File: config.mk
export PLATFORM = sky130hd
export DESIGN_NAME = tc_product_rescaler
export DESIGN_NICKNAME = d
export VERILOG_FILES = /design/src/rtl/tc_product_rescaler.sv
export SDC_FILE = /design/constraint.sdc
export NUM_CORES = 1
export LEC_CHECK = 0
export ABC_CLOCK_PERIOD_IN_PS = 2350
export CAP_MARGIN = 20
export CORE_ASPECT_RATIO = 1.2
export CORE_MARGIN = 8
export CORE_UTILIZATION = 47
export CTS_CLUSTER_DIAMETER = 60
export DETAILED_ROUTE_END_ITERATION = 10
export GPL_TIMING_DRIVEN = 0
export PLACE_DENSITY_LB_ADDON = 0.3
export SLEW_MARGIN = 15
export SYNTH_ARGS = -nofsm -noshare
export SYNTH_HDL_FRONTEND = slang
export SYNTH_SLANG_ARGS = --single-unit
File: constraint.sdc
create_clock -name ap_clk -period 2.35 [get_ports ap_clk]
set_input_delay 0.47 -clock ap_clk [delete_from_list [all_inputs] [get_ports ap_clk]]
set_output_delay 0.47 -clock ap_clk [all_outputs]
set_load 0.1 [all_outputs]
File: src/rtl/tc_product_rescaler.sv
// rtl/tc_product_rescaler.sv - two-stage round/shift/range rescaler for signed multiplier products
// Optional clamping of out-of-range results: define TC_RESCALE_SATURATE_EN (default build wraps).
module tc_product_rescaler #(
  parameter int IN_W  = 30,
  parameter int SHIFT = 14,
  parameter int OUT_W = 14
) (
  input  logic             ap_clk,
  input  logic             ap_rst,
  input  logic [IN_W-1:0]  prod_in,
  input  logic             prod_vld,
  output logic             prod_rdy,
  output logic [OUT_W-1:0] res_out,
  output logic             res_vld,
  input  logic             res_rdy,
  output logic [15:0]      ovf_cnt
);

  localparam int SW = IN_W + 1 - SHIFT;
  localparam logic [IN_W:0]    HALF  = (IN_W+1)'(1) << (SHIFT - 1);
  localparam logic [OUT_W-1:0] MAX_V = {1'b0, {(OUT_W-1){1'b1}}};
  localparam logic [OUT_W-1:0] MIN_V = {1'b1, {(OUT_W-1){1'b0}}};

  logic                    s1_vld_q, s1_vld_d;
  logic signed [IN_W:0]    s1_sum_q, s1_sum_d;
  logic                    s2_vld_q, s2_vld_d;
  logic [OUT_W-1:0]        res_q, res_d;
  logic [15:0]             ovf_q, ovf_d;

  logic                    s1_load;
  logic                    s2_load;
  logic signed [SW-1:0]    shifted;
  logic [SW-OUT_W:0]       upper;
  logic                    out_of_range;
  logic [OUT_W-1:0]        res_next;

  always_comb begin
    prod_rdy = !s1_vld_q || !s2_vld_q || res_rdy;
    s2_load  = s1_vld_q && (!s2_vld_q || res_rdy);
    s1_load  = !s1_vld_q || s2_load;

    // Bits above the result sign must all match the sign for the value to fit.
    shifted      = SW'(s1_sum_q >>> SHIFT);
    upper        = shifted[SW-1:OUT_W-1];
    out_of_range = !((&upper) || !(|upper));

`ifdef TC_RESCALE_SATURATE_EN
    res_next = out_of_range ? (shifted[SW-1] ? MIN_V : MAX_V) : shifted[OUT_W-1:0];
`else
    res_next = shifted[OUT_W-1:0];
`endif

    s1_vld_d = s1_vld_q;
    s1_sum_d = s1_sum_q;
    if (s1_load) begin
      s1_vld_d = prod_vld;
      s1_sum_d = {prod_in[IN_W-1], prod_in} + HALF;
    end

    s2_vld_d = s2_vld_q;
    res_d    = res_q;
    if (s2_load) begin
      s2_vld_d = 1'b1;
      res_d    = res_next;
    end else if (res_rdy) begin
      s2_vld_d = 1'b0;
    end

    ovf_d = ovf_q;
    if (s2_load && out_of_range && (ovf_q != 16'hFFFF)) begin
      ovf_d = ovf_q + 16'd1;
    end
  end

  always_ff @(posedge ap_clk) begin
    if (ap_rst) begin
      s1_vld_q <= 1'b0;
      s1_sum_q <= '0;
      s2_vld_q <= 1'b0;
      res_q    <= '0;
      ovf_q    <= '0;
    end else begin
      s1_vld_q <= s1_vld_d;
      s1_sum_q <= s1_sum_d;
      s2_vld_q <= s2_vld_d;
      res_q    <= res_d;
      ovf_q    <= ovf_d;
    end
  end

  assign res_out = res_q;
  assign res_vld = s2_vld_q;
  assign ovf_cnt = ovf_q;

endmodule

==> results.sh <==
export IMPL_p_leak_nw=1.14
export IMPL_cpLargestDelayFamily="buffers and inverters"
export IMPL_num_vias=1999
export IMPL_syn_inst=263
export IMPL_synth_seq_cells=49
export IMPL_syn_area_um2=2240
export IMPL_cp_data_required_time_ns=1.88
export IMPL_post_dp_cell_area_um2=2850
export IMPL_synthFlopType="dfxtp_1"
export IMPL_nets=358
export IMPL_synth_top_family_by_area="simple AND/OR/NAND/NOR gates"
export IMPL_synthToLayoutAreaGrowth_pct=33.2
export IMPL_cts_buffer_depth=2
export IMPL_synth_cell_types=34
export IMPL_grt_first_pass_wirelength_um=9060
export IMPL_synth_fa_ha_area_share_pct=1.12
export IMPL_yosys_area_share_simple_pct=31.5
export IMPL_clkTransAtPathRegs_ns=0.08
export IMPL_post_cts_buffers=0
export IMPL_synth_edff_count=0
export IMPL_maxCapViolCount=0
export IMPL_synth_compound_area_share_pct=9.05
export IMPL_end_kind="primary output"
export IMPL_setup_viol=0
export IMPL_syn_avg_cell_area_um2=8.52
export IMPL_fmax_ghz=0.436
export IMPL_ant_nets=0
export IMPL_final_fill_count=419
export IMPL_dr_pass1_iters=4
export IMPL_dieArea_um2=7240
export IMPL_totalWireLength_um=5140
export IMPL_slowest_stage="clkdlybuf4s50_1"
export IMPL_finalCriticalPeriod_ns=2.30
export IMPL_slew_headroom_pct=34.0
export IMPL_crit_path_cell_trace="clkdlybuf4s50_1"
export IMPL_syn_nets=299
export IMPL_synthMuxAreaShare_pct=0.670
export IMPL_min_path_type="reg -> reg"
export IMPL_fin_area_um2=2980
export IMPL_root_buffer="clkbuf_8"
export IMPL_cts_buffers=5
export IMPL_initial_utilization_pct=48.7
export IMPL_drive_gt1_share_pct=8.98
export IMPL_startpoint_type="flop"
export IMPL_drcViolationCount=0
export IMPL_status="finished, final reports clean"
export IMPL_viasPerCell=5.25
export IMPL_critPathMaxStageDelay_ns=1.15
export IMPL_dp_hpwl_um=4050
export IMPL_core_area_um2=4590
export IMPL_grt_total_usage_pct=15.2
export IMPL_vdd_drop_max_mv=0.343
export IMPL_cts_tree="built"
export IMPL_cp_arrival_ns=1.83
export IMPL_die_x_um=79.0
export IMPL_first_global_vias=1995
export IMPL_worstSetupPathType="reg -> out"
export IMPL_ys_async_sr_fraction_pct=0
export IMPL_cts_sinks=49
export IMPL_grt_antenna_before_repair=0
export IMPL_slew_viol_final=0
export IMPL_boundaryPins=66
export IMPL_std_cell_rows=27
export IMPL_insertion_delay_ns=0.30
export IMPL_crit_buf_inv=1
export IMPL_ys_warn_count=0
export IMPL_overflow=0
export IMPL_pwr_density_cell_nw_per_um2=608
export IMPL_h_tree_depth=2
export IMPL_report_final_hold_viol_count=0
export IMPL_fin_tns_setup_ns=0
export IMPL_worstMarginPinSlew_ns=0.987
export IMPL_grt_max_degree=16
export IMPL_layout_cells_most_common="nand2_1"
export IMPL_wl_per_cell_um=13.5
export IMPL_finalCritPeriodShare_pct=97.7
export IMPL_final_cell_mix="nand2_1 (44), dfxtp_1 (43), nor2_1 (40), clkdlybuf4s50_1 (40), xnor2_1 (18)"
export IMPL_dieHeight_um=91.6
export IMPL_synth_sequential_area_ratio_pct=43.8
export IMPL_diodes=0
export IMPL_gp_congestion=0.825
export IMPL_cp_max_fo=5
export IMPL_io_buffers=52
export IMPL_drt_iter0_drc=47
export IMPL_skew_ns=0.00864
export IMPL_synth_xor_area_share_pct=11.3
export IMPL_rsz0062_at_grt="false"
[what timing repair did]
item | CTS | global route
pin swaps | 0 | 0
endpoints found under the setup margin | 8 | 5
gates resized for setup | 17 | 6
endpoints found under the hold margin | 0 | 0
hold buffers | 0 | 0
[sequential cells by signal, indices dropped and copies added (netlist names)]
name      flops
s1_sum_q     17
s1_vld_q      1
res_out      14
ovf_cnt      16
res_vld       1
[per-layer routing]
metal	track usage (%)	wire length, um	share of wire (%)	up-vias
met2	26.4	2570	50	50
met3	3.71	253	4.9	9
met5	0	0	0	-
met4	7.43	122	2.4	0
li1	-	-	-	1019
met1	16.6	2200	43	921
[worst reg2reg max path, delay by kind of cell (launching register included)]
family                   cells  cell delay (ns)
AND/OR/NAND/NOR              4             0.71
adder cells (fa/ha/maj)      1             0.25
buffers and inverters        1             0.28
flip-flops                   1             0.36
XOR/XNOR                     1             0.16
[cell usage after synthesis (3+ instances only)]
cell type / instances / area (um2)
dfxtp_1: 49 / 981
nand2_1: 44 / 165
nor2_1: 40 / 150
xnor2_1: 18 / 158
a21oi_1: 17 / 85.1
a211oi_1: 15 / 113
nand4_1: 11 / 68.8
xor2_1: 11 / 96.3
nand3_1: 9 / 45.0
clkbuf_1: 6 / 22.5
nor3_1: 5 / 25.0
buf_1: 4 / 15.0
nor4_2: 4 / 50.1
and3_1: 3 / 18.8
nor4_1: 3 / 18.8
[worst paths after layout]
kind | cells after the start | slack (ns) | from | to
setup / recovery | 1 | 0.05 | ovf_cnt[6] | ovf_cnt[6]
hold / removal | 2 | 0.45 | s1_sum_q[15] | res_out[1]
setup reg to reg | 7 | 0.46 | ovf_cnt[0] | ovf_cnt[2]
hold reg to reg | 2 | 0.45 | s1_sum_q[15] | res_out[1]
[per-stage QoR]
stage	util (%)	setup WS (ns)	cells	hold WS, ns	power [mW]
final	65.0	0.0545	381	0.454	1.81
after global routing	65.0	0.00653	381	0.477	1.89
after CTS	64.7	0.00453	381	0.453	1.83
after detailed placement	62.0	-1.01	373	0.444	1.14
after global placement	62.0	-1.01	373	0.438	1.14
after floorplan	-	0.0339	263	0.432	1.05
[area by class of cell]
cell class	count	area, um2	area share (%)
inverters	2	7.51	0.252
repair buffers	52	527	17.7
clock buffers	5	68.8	2.31
well taps	58	72.6	2.43
multi-input cells	200	1200	40.3
clock inverters	3	65.1	2.18
plain buffers	12	53.8	1.80
flip-flops and latches	49	988	33.1
[power by group]
group	switching (mW)	internal [mW]	total (mW)
Clock	0.271	0.423	0.694
Sequential	0.0186	0.861	0.880
Combinational	0.157	0.0843	0.241
Total	0.447	1.37	1.81
[logic make-up after synthesis]
group | count (synthesis)
AND/OR/NAND/NOR | 135
flip-flops | 49
AO/OA/AOI/OAI | 33
XOR/XNOR | 29
buffers and inverters | 14
adder cells (fa/ha/maj) | 2
multiplexers | 1
(Power assumes the default switching activity.)
